File: config.mk
export PLATFORM = sky130hd
export DESIGN_NAME = booth_mul_arbiter
export DESIGN_NICKNAME = d
export VERILOG_FILES = /design/src/rtl/booth_mul_arbiter.sv
export SDC_FILE = /design/constraint.sdc
export NUM_CORES = 1
export LEC_CHECK = 0
export ABC_AREA = 0
export BUFFER_PORTS_ARGS = -buffer_cell sky130_fd_sc_hd__buf_2
export CAP_MARGIN = 20
export CORE_ASPECT_RATIO = 1.4
export CORE_MARGIN = 4
export CORE_UTILIZATION = 43
export CTS_CLUSTER_SIZE = 28
export DETAILED_ROUTE_END_ITERATION = 8
export GPL_ROUTABILITY_DRIVEN = 0
export MAX_ROUTING_LAYER = met4
export PLACE_DENSITY = 0.77
export SETUP_SLACK_MARGIN = 0.3
export SLEW_MARGIN = 20
export SYNTH_ARGS = -nofsm -noshare
export SYNTH_HDL_FRONTEND = slang
export SYNTH_SLANG_ARGS = --single-unit
File: constraint.sdc
create_clock -name clk -period 2.1 [get_ports clk]
set_input_delay 0.105 -clock clk [delete_from_list [all_inputs] [get_ports clk]]
set_output_delay 0.105 -clock clk [all_outputs]
set_load 0.05 [all_outputs]
File: src/rtl/booth_mul_arbiter.sv
// Round-robin front end for one shared 8x8 Booth multiplier.
// Latches the winner's operands, times the product and returns it.
module booth_mul_arbiter #(
  parameter int unsigned NUM_REQ      = 4,
  parameter int unsigned START_CYCLES = 1,
  parameter int unsigned MULT_LATENCY = 10
) (
  input  logic                 clk,
  input  logic                 rst_n,
  input  logic [NUM_REQ-1:0]   req,
  input  logic [8*NUM_REQ-1:0] req_m1,
  input  logic [8*NUM_REQ-1:0] req_m2,
  output logic [NUM_REQ-1:0]   ack,
  output logic [NUM_REQ-1:0]   rsp_valid,
  output logic [15:0]          rsp_data,
  output logic                 busy,
  output logic                 mul_start,
  output logic [7:0]           mul_m1,
  output logic [7:0]           mul_m2,
  input  logic [15:0]          mul_out
);

  localparam int IW   = $clog2(NUM_REQ);
  localparam int CMAX = (START_CYCLES > MULT_LATENCY) ?
                        START_CYCLES : MULT_LATENCY;
  localparam int CW   = $clog2(CMAX + 1);
  localparam logic [NUM_REQ-1:0] ONE = NUM_REQ'(1);

  typedef enum logic [1:0] {
    S_IDLE, S_START, S_WAIT, S_DONE
  } state_t;

  state_t             state_q;
  logic [IW-1:0]      ptr_q;
  logic [IW-1:0]      grant_q;
  logic [CW-1:0]      cnt_q;
  logic [NUM_REQ-1:0] ack_q;
  logic [NUM_REQ-1:0] rsp_valid_q;
  logic [15:0]        rsp_data_q;
  logic               busy_q;
  logic               mul_start_q;
  logic [7:0]         mul_m1_q;
  logic [7:0]         mul_m2_q;

  logic               win_vld_d;
  logic [IW-1:0]      win_idx_d;
  logic [IW-1:0]      ptr_d;
  logic [7:0]         win_m1_d;
  logic [7:0]         win_m2_d;
  int unsigned        slot;

  // Scan downward so the slot nearest the pointer is assigned last and wins.
  always_comb begin
    win_vld_d = 1'b0;
    win_idx_d = '0;
    slot      = 0;
    for (int k = NUM_REQ - 1; k >= 0; k--) begin
      slot = int'(ptr_q) + k;
      if (slot >= NUM_REQ) slot = slot - NUM_REQ;
      if (req[slot[IW-1:0]]) begin
        win_vld_d = 1'b1;
        win_idx_d = slot[IW-1:0];
      end
    end
    win_m1_d = '0;
    win_m2_d = '0;
    for (int k = 0; k < NUM_REQ; k++) begin
      if (win_idx_d == IW'(k)) begin
        win_m1_d = req_m1[8*k +: 8];
        win_m2_d = req_m2[8*k +: 8];
      end
    end
    ptr_d = (win_idx_d == IW'(NUM_REQ - 1)) ?
            '0 : win_idx_d + IW'(1);
  end

  always_ff @(posedge clk or negedge rst_n) begin
    if (!rst_n) begin
      state_q     <= S_IDLE;
      ptr_q       <= '0;
      grant_q     <= '0;
      cnt_q       <= '0;
      ack_q       <= '0;
      rsp_valid_q <= '0;
      rsp_data_q  <= '0;
      busy_q      <= 1'b0;
      mul_start_q <= 1'b0;
      mul_m1_q    <= '0;
      mul_m2_q    <= '0;
    end else begin
      ack_q <= '0;
      unique case (state_q)
        S_IDLE: begin
          if (win_vld_d) begin
            mul_m1_q    <= win_m1_d;
            mul_m2_q    <= win_m2_d;
            grant_q     <= win_idx_d;
            ack_q       <= ONE << win_idx_d;
            busy_q      <= 1'b1;
            mul_start_q <= 1'b1;
            cnt_q       <= CW'(START_CYCLES - 1);
            ptr_q       <= ptr_d;
            state_q     <= S_START;
          end
        end
        S_START: begin
          if (cnt_q == '0) begin
            mul_start_q <= 1'b0;
            cnt_q       <= CW'(MULT_LATENCY - 1);
            state_q     <= S_WAIT;
          end else begin
            cnt_q <= cnt_q - CW'(1);
          end
        end
        S_WAIT: begin
          if (cnt_q == '0) begin
            rsp_data_q  <= mul_out;
            rsp_valid_q <= ONE << grant_q;
            state_q     <= S_DONE;
          end else begin
            cnt_q <= cnt_q - CW'(1);
          end
        end
        S_DONE: begin
          rsp_valid_q <= '0;
          busy_q      <= 1'b0;
          state_q     <= S_IDLE;
        end
        default: state_q <= S_IDLE;
      endcase
    end
  end

  assign ack       = ack_q;
  assign rsp_valid = rsp_valid_q;
  assign rsp_data  = rsp_data_q;
  assign busy      = busy_q;
  assign mul_start = mul_start_q;
  assign mul_m1    = mul_m1_q;
  assign mul_m2    = mul_m2_q;

endmodule

==> impl_metrics.yaml <==
timing:
  finalSetupViolCount: 0
  worst_clock_skew_ns: 0.0101
  worst_pin_slew_ns: 0.624
  relative_slew_margins_pct: 58.4
  finalHoldViolations: 0
  post-route-worst-setup-slack_ns: 0.0673
  layout_worst_path_cycle_share_pct: 96.8
  grt_setup_unrepaired: "true"
  timing.final.max_slew_violations: 0
  max_clock_freq_mhz: 492
  final.min_clock_period_ns: 2.03
critical_path:
  criticalPathCategory: "register to register"
  worst-endpoint-required_ns: 2.29
  worst_setup_path_end_kind: "register"
  critical_path_peak_fanout: 7
  cp-start-kind: "register"
  critical_path_arrival_ns: 2.22
clock_network:
  clk_pin_slew_ns: 0.10
  clk_root_buffer_cell: "sky130_fd_sc_hd__clkbuf_8"
  insertion_delay_ns: 0.30
  cts.path.max_buffers: 2
  cts.htree.levels: 2
  cts_inserted_buffers: 5
  clock-sinks: 52
  cts_tree: "built"
power:
  vdd_drop_max_mv: 0.823
  power_density_normalized_to_cell_area_mw_per_mm2: 1710
  total_leakage_power_nw: 2.21
global_route:
  first_global_vias: 3087
  grt_first_pass_wirelength_um: 14000
  initial_antenna_violation_count: 1
  grtUsageTotal_pct: 21.8
  grt_max_degree: 29
  global_route_total_overflow: 0
routing:
  drt-total-wl_um: 8990
  met2_wirelength_um: 4810
  drt_pass1_iterations: 5
  drc_errors: 0
  num_vias: 3050
  detail_route.vias_per_cell: 5.32
  route.top_layer_used: "met4"
  met1_length_um: 3360
  routed_wire_length_per_instance_um: 15.7
  detailroute.wirelength.met3_um: 473
  drt_first_iter_violations: 150
  ant_nets: 0
synthesis:
  mean_cell_area_of_the_mapped_netlist_um2: 8.20
  synth.net_count: 441
  post_synthesis_register_bit_count: 52
  postSynthCellCount: 345
  seq_area_frac_synth_pct: 46.0
  synth_top_area_cell: "sky130_fd_sc_hd__dfrtp_1"
  synth_area_leaders: "sky130_fd_sc_hd__dfrtp_1, sky130_fd_sc_hd__nand2_1, sky130_fd_sc_hd__a21oi_1"
  synth.distinct_cells: 37
  synthesis.area_mm2: 0.00283
  synthesis.yosys.warnings: 0
  synth_top_cell_area_share_pct: 46.0
die:
  core-area_mm2: 0.00630
  io_pins: 128
  initial_utilization_pct: 44.9
  die_w_um: 76.5
  floorplan.rows: 34
  fp.dieH_um: 104
  die-area_mm2: 0.00796
run_status:
  status: "finished, final reports clean"
flow_run:
  max_cap_viol_count: 0
placement:
  placed_cells_incl_taps: 536
  numPortBuffers: 127
  dpl.hpwl_um: 5790
  post-place-ws_ns: -0.134
final_layout:
  area.growth.synth_to_final_pct: 54.2
  final_non_filler_cell_total: 573
  design.final.nets: 595
  fillerInstances: 498
  final_layout_size_suffix_gt1_share_pct: 45.0
worst_hold_path:
  holdCritPathClass: "input pin to register"
## what timing repair did
action | 4_1_cts | 5_1_grt
gates cloned | 2 | 2
hold buffers | 11 | 0
gates resized for setup | 39 | 47
pin swaps | 17 | 24
buffers inserted | 12 | 1
setup endpoints to repair | 22 | 24
endpoints found under the hold margin | 34 | 0
## layout make-up
class                      instances  area (um^2)  area share, %
inverter                          25         93.8           2.15
clock inverter                     3         42.5          0.976
sequential                        52         1300           29.9
clock buffer                       5         68.8           1.58
timing repair buffer             171         1150           26.3
tap                               72         90.1           2.07
antenna                            1         2.50         0.0574
multi-input combinational        244         1610           37.0
## metal layers
metal	GRT usage, %	vias to the layer above
li1	-	1470
met1	24.4	1413
met2	38.2	139
met3	3.47	28
met4	9.59	0
met5	-	-
## kinds of logic (layout without fill, tap and decap cells)
kind of cell             Yosys count  in the layout  synth area share [%]
AND/OR/NAND/NOR                  135            135                  20.4
AO/OA/AOI/OAI                     97             97                  21.0
flip-flops                        52             52                  46.0
buffers and inverters             49            204                  7.43
adder cells (fa/ha/maj)           10             10                  4.42
multiplexers                       2              2                 0.752
other                              0              1                     0
## worst paths after layout
kind                             start          end  slack, ns  cells past startpoint
max                           ptr_q[1]    mul_m1[6]       0.07                     10
min                         mul_out[2]  rsp_data[2]      0.007                      3
max reg2reg                   ptr_q[1]    mul_m1[6]       0.07                     10
min reg2reg                rsp_data[2]  rsp_data[2]       0.48                      2
max in group asynchronous        rst_n  rsp_data[2]       1.18                      3
min in group asynchronous        rst_n     ptr_q[0]       0.35                      2
## synthesized netlist by cell type, drive strengths merged
cell and count:
and2 4, dfrtp 52, o22a 2, nor4bb 1, a21boi 1, nand3 5
ha 10, a211o 1, nand4b 1, mux2i 1, clkbuf 18, buf 6
nor2 38, and3 2, nand4bb 1, nand2 75, o21ai 23, or3b 2
nor3b 1, mux2 1, a22oi 4, nand2b 1, o22ai 1, nor3 2
inv 25, a221oi 16, or2 1, o31ai 2, nor4 1, a21oi 41
a21o 4, a22o 1, o221ai 1
## state kept, by name, indices dropped and copies added (netlist names)
name       cells
mul_start      1
cnt_q          4
mul_m2         8
rsp_data      16
rsp_valid      4
grant_q        2
ack            4
ptr_q          2
mul_m1         8
state_q        2
busy           1
## layout by cell type, fill, tap and decap left out, types with 4 or more instances in the layout
cell type,Yosys,final
sky130_fd_sc_hd__ha_4,0,4
sky130_fd_sc_hd__a22oi_1,4,4
sky130_fd_sc_hd__and2_1,4,4
sky130_fd_sc_hd__buf_12,0,7
sky130_fd_sc_hd__nor2_1,38,38
sky130_fd_sc_hd__ha_1,10,4
sky130_fd_sc_hd__nand2_1,75,75
sky130_fd_sc_hd__clkbuf_8,0,5
sky130_fd_sc_hd__a21oi_2,0,12
sky130_fd_sc_hd__inv_1,24,20
sky130_fd_sc_hd__inv_2,1,5
sky130_fd_sc_hd__buf_4,0,16
sky130_fd_sc_hd__a21oi_1,41,26
sky130_fd_sc_hd__o21ai_1,7,18
sky130_fd_sc_hd__nand3_1,5,5
sky130_fd_sc_hd__buf_2,3,127
sky130_fd_sc_hd__buf_6,3,8
sky130_fd_sc_hd__dlygate4sd3_1,0,11
sky130_fd_sc_hd__a21o_1,4,4
sky130_fd_sc_hd__dfrtp_1,52,51
sky130_fd_sc_hd__o21ai_2,0,5
sky130_fd_sc_hd__a221oi_2,0,14
## worst max-delay path: stages (launching register included)
cell	delay [ns]
sky130_fd_sc_hd__dfrtp_2	0.45
sky130_fd_sc_hd__a21o_1	0.18
sky130_fd_sc_hd__a21oi_2	0.15
sky130_fd_sc_hd__o22ai_2	0.12
sky130_fd_sc_hd__buf_6	0.14
sky130_fd_sc_hd__ha_4	0.17
sky130_fd_sc_hd__buf_12	0.15
sky130_fd_sc_hd__a21oi_2	0.12
sky130_fd_sc_hd__o21ai_1	0.10
sky130_fd_sc_hd__a221oi_2	0.28
sky130_fd_sc_hd__nor2_1	0.06
## power by group
group | total [W] | switching (W) | leakage (nW) | internal (W)
Combinational | 0.00501 | 0.00325 | 1.53 | 0.00177
Sequential | 0.00178 | 0.000299 | 0.633 | 0.00148
Clock | 0.000680 | 0.000327 | 0.0541 | 0.000353
## stage by stage
stage | util, % | area, um^2 | setup TNS (ns) | hold slack (ns) | power, W
after detailed placement | 57.4 | 3610 | -1.51 | 0.150 | 0.00588
after global routing | 69.3 | 4360 | -0.0267 | 0.00284 | 0.00794
after floorplan | - | 2930 | 0 | -0.191 | 0.00496
after CTS | 65.2 | 4110 | 0 | 0.000827 | 0.00705
final | 69.3 | 4360 | 0 | 0.00736 | 0.00747
after global placement | 57.4 | 3610 | -0.422 | 0.146 | 0.00576
No activity file was read; power rests on OpenSTA's default activity.
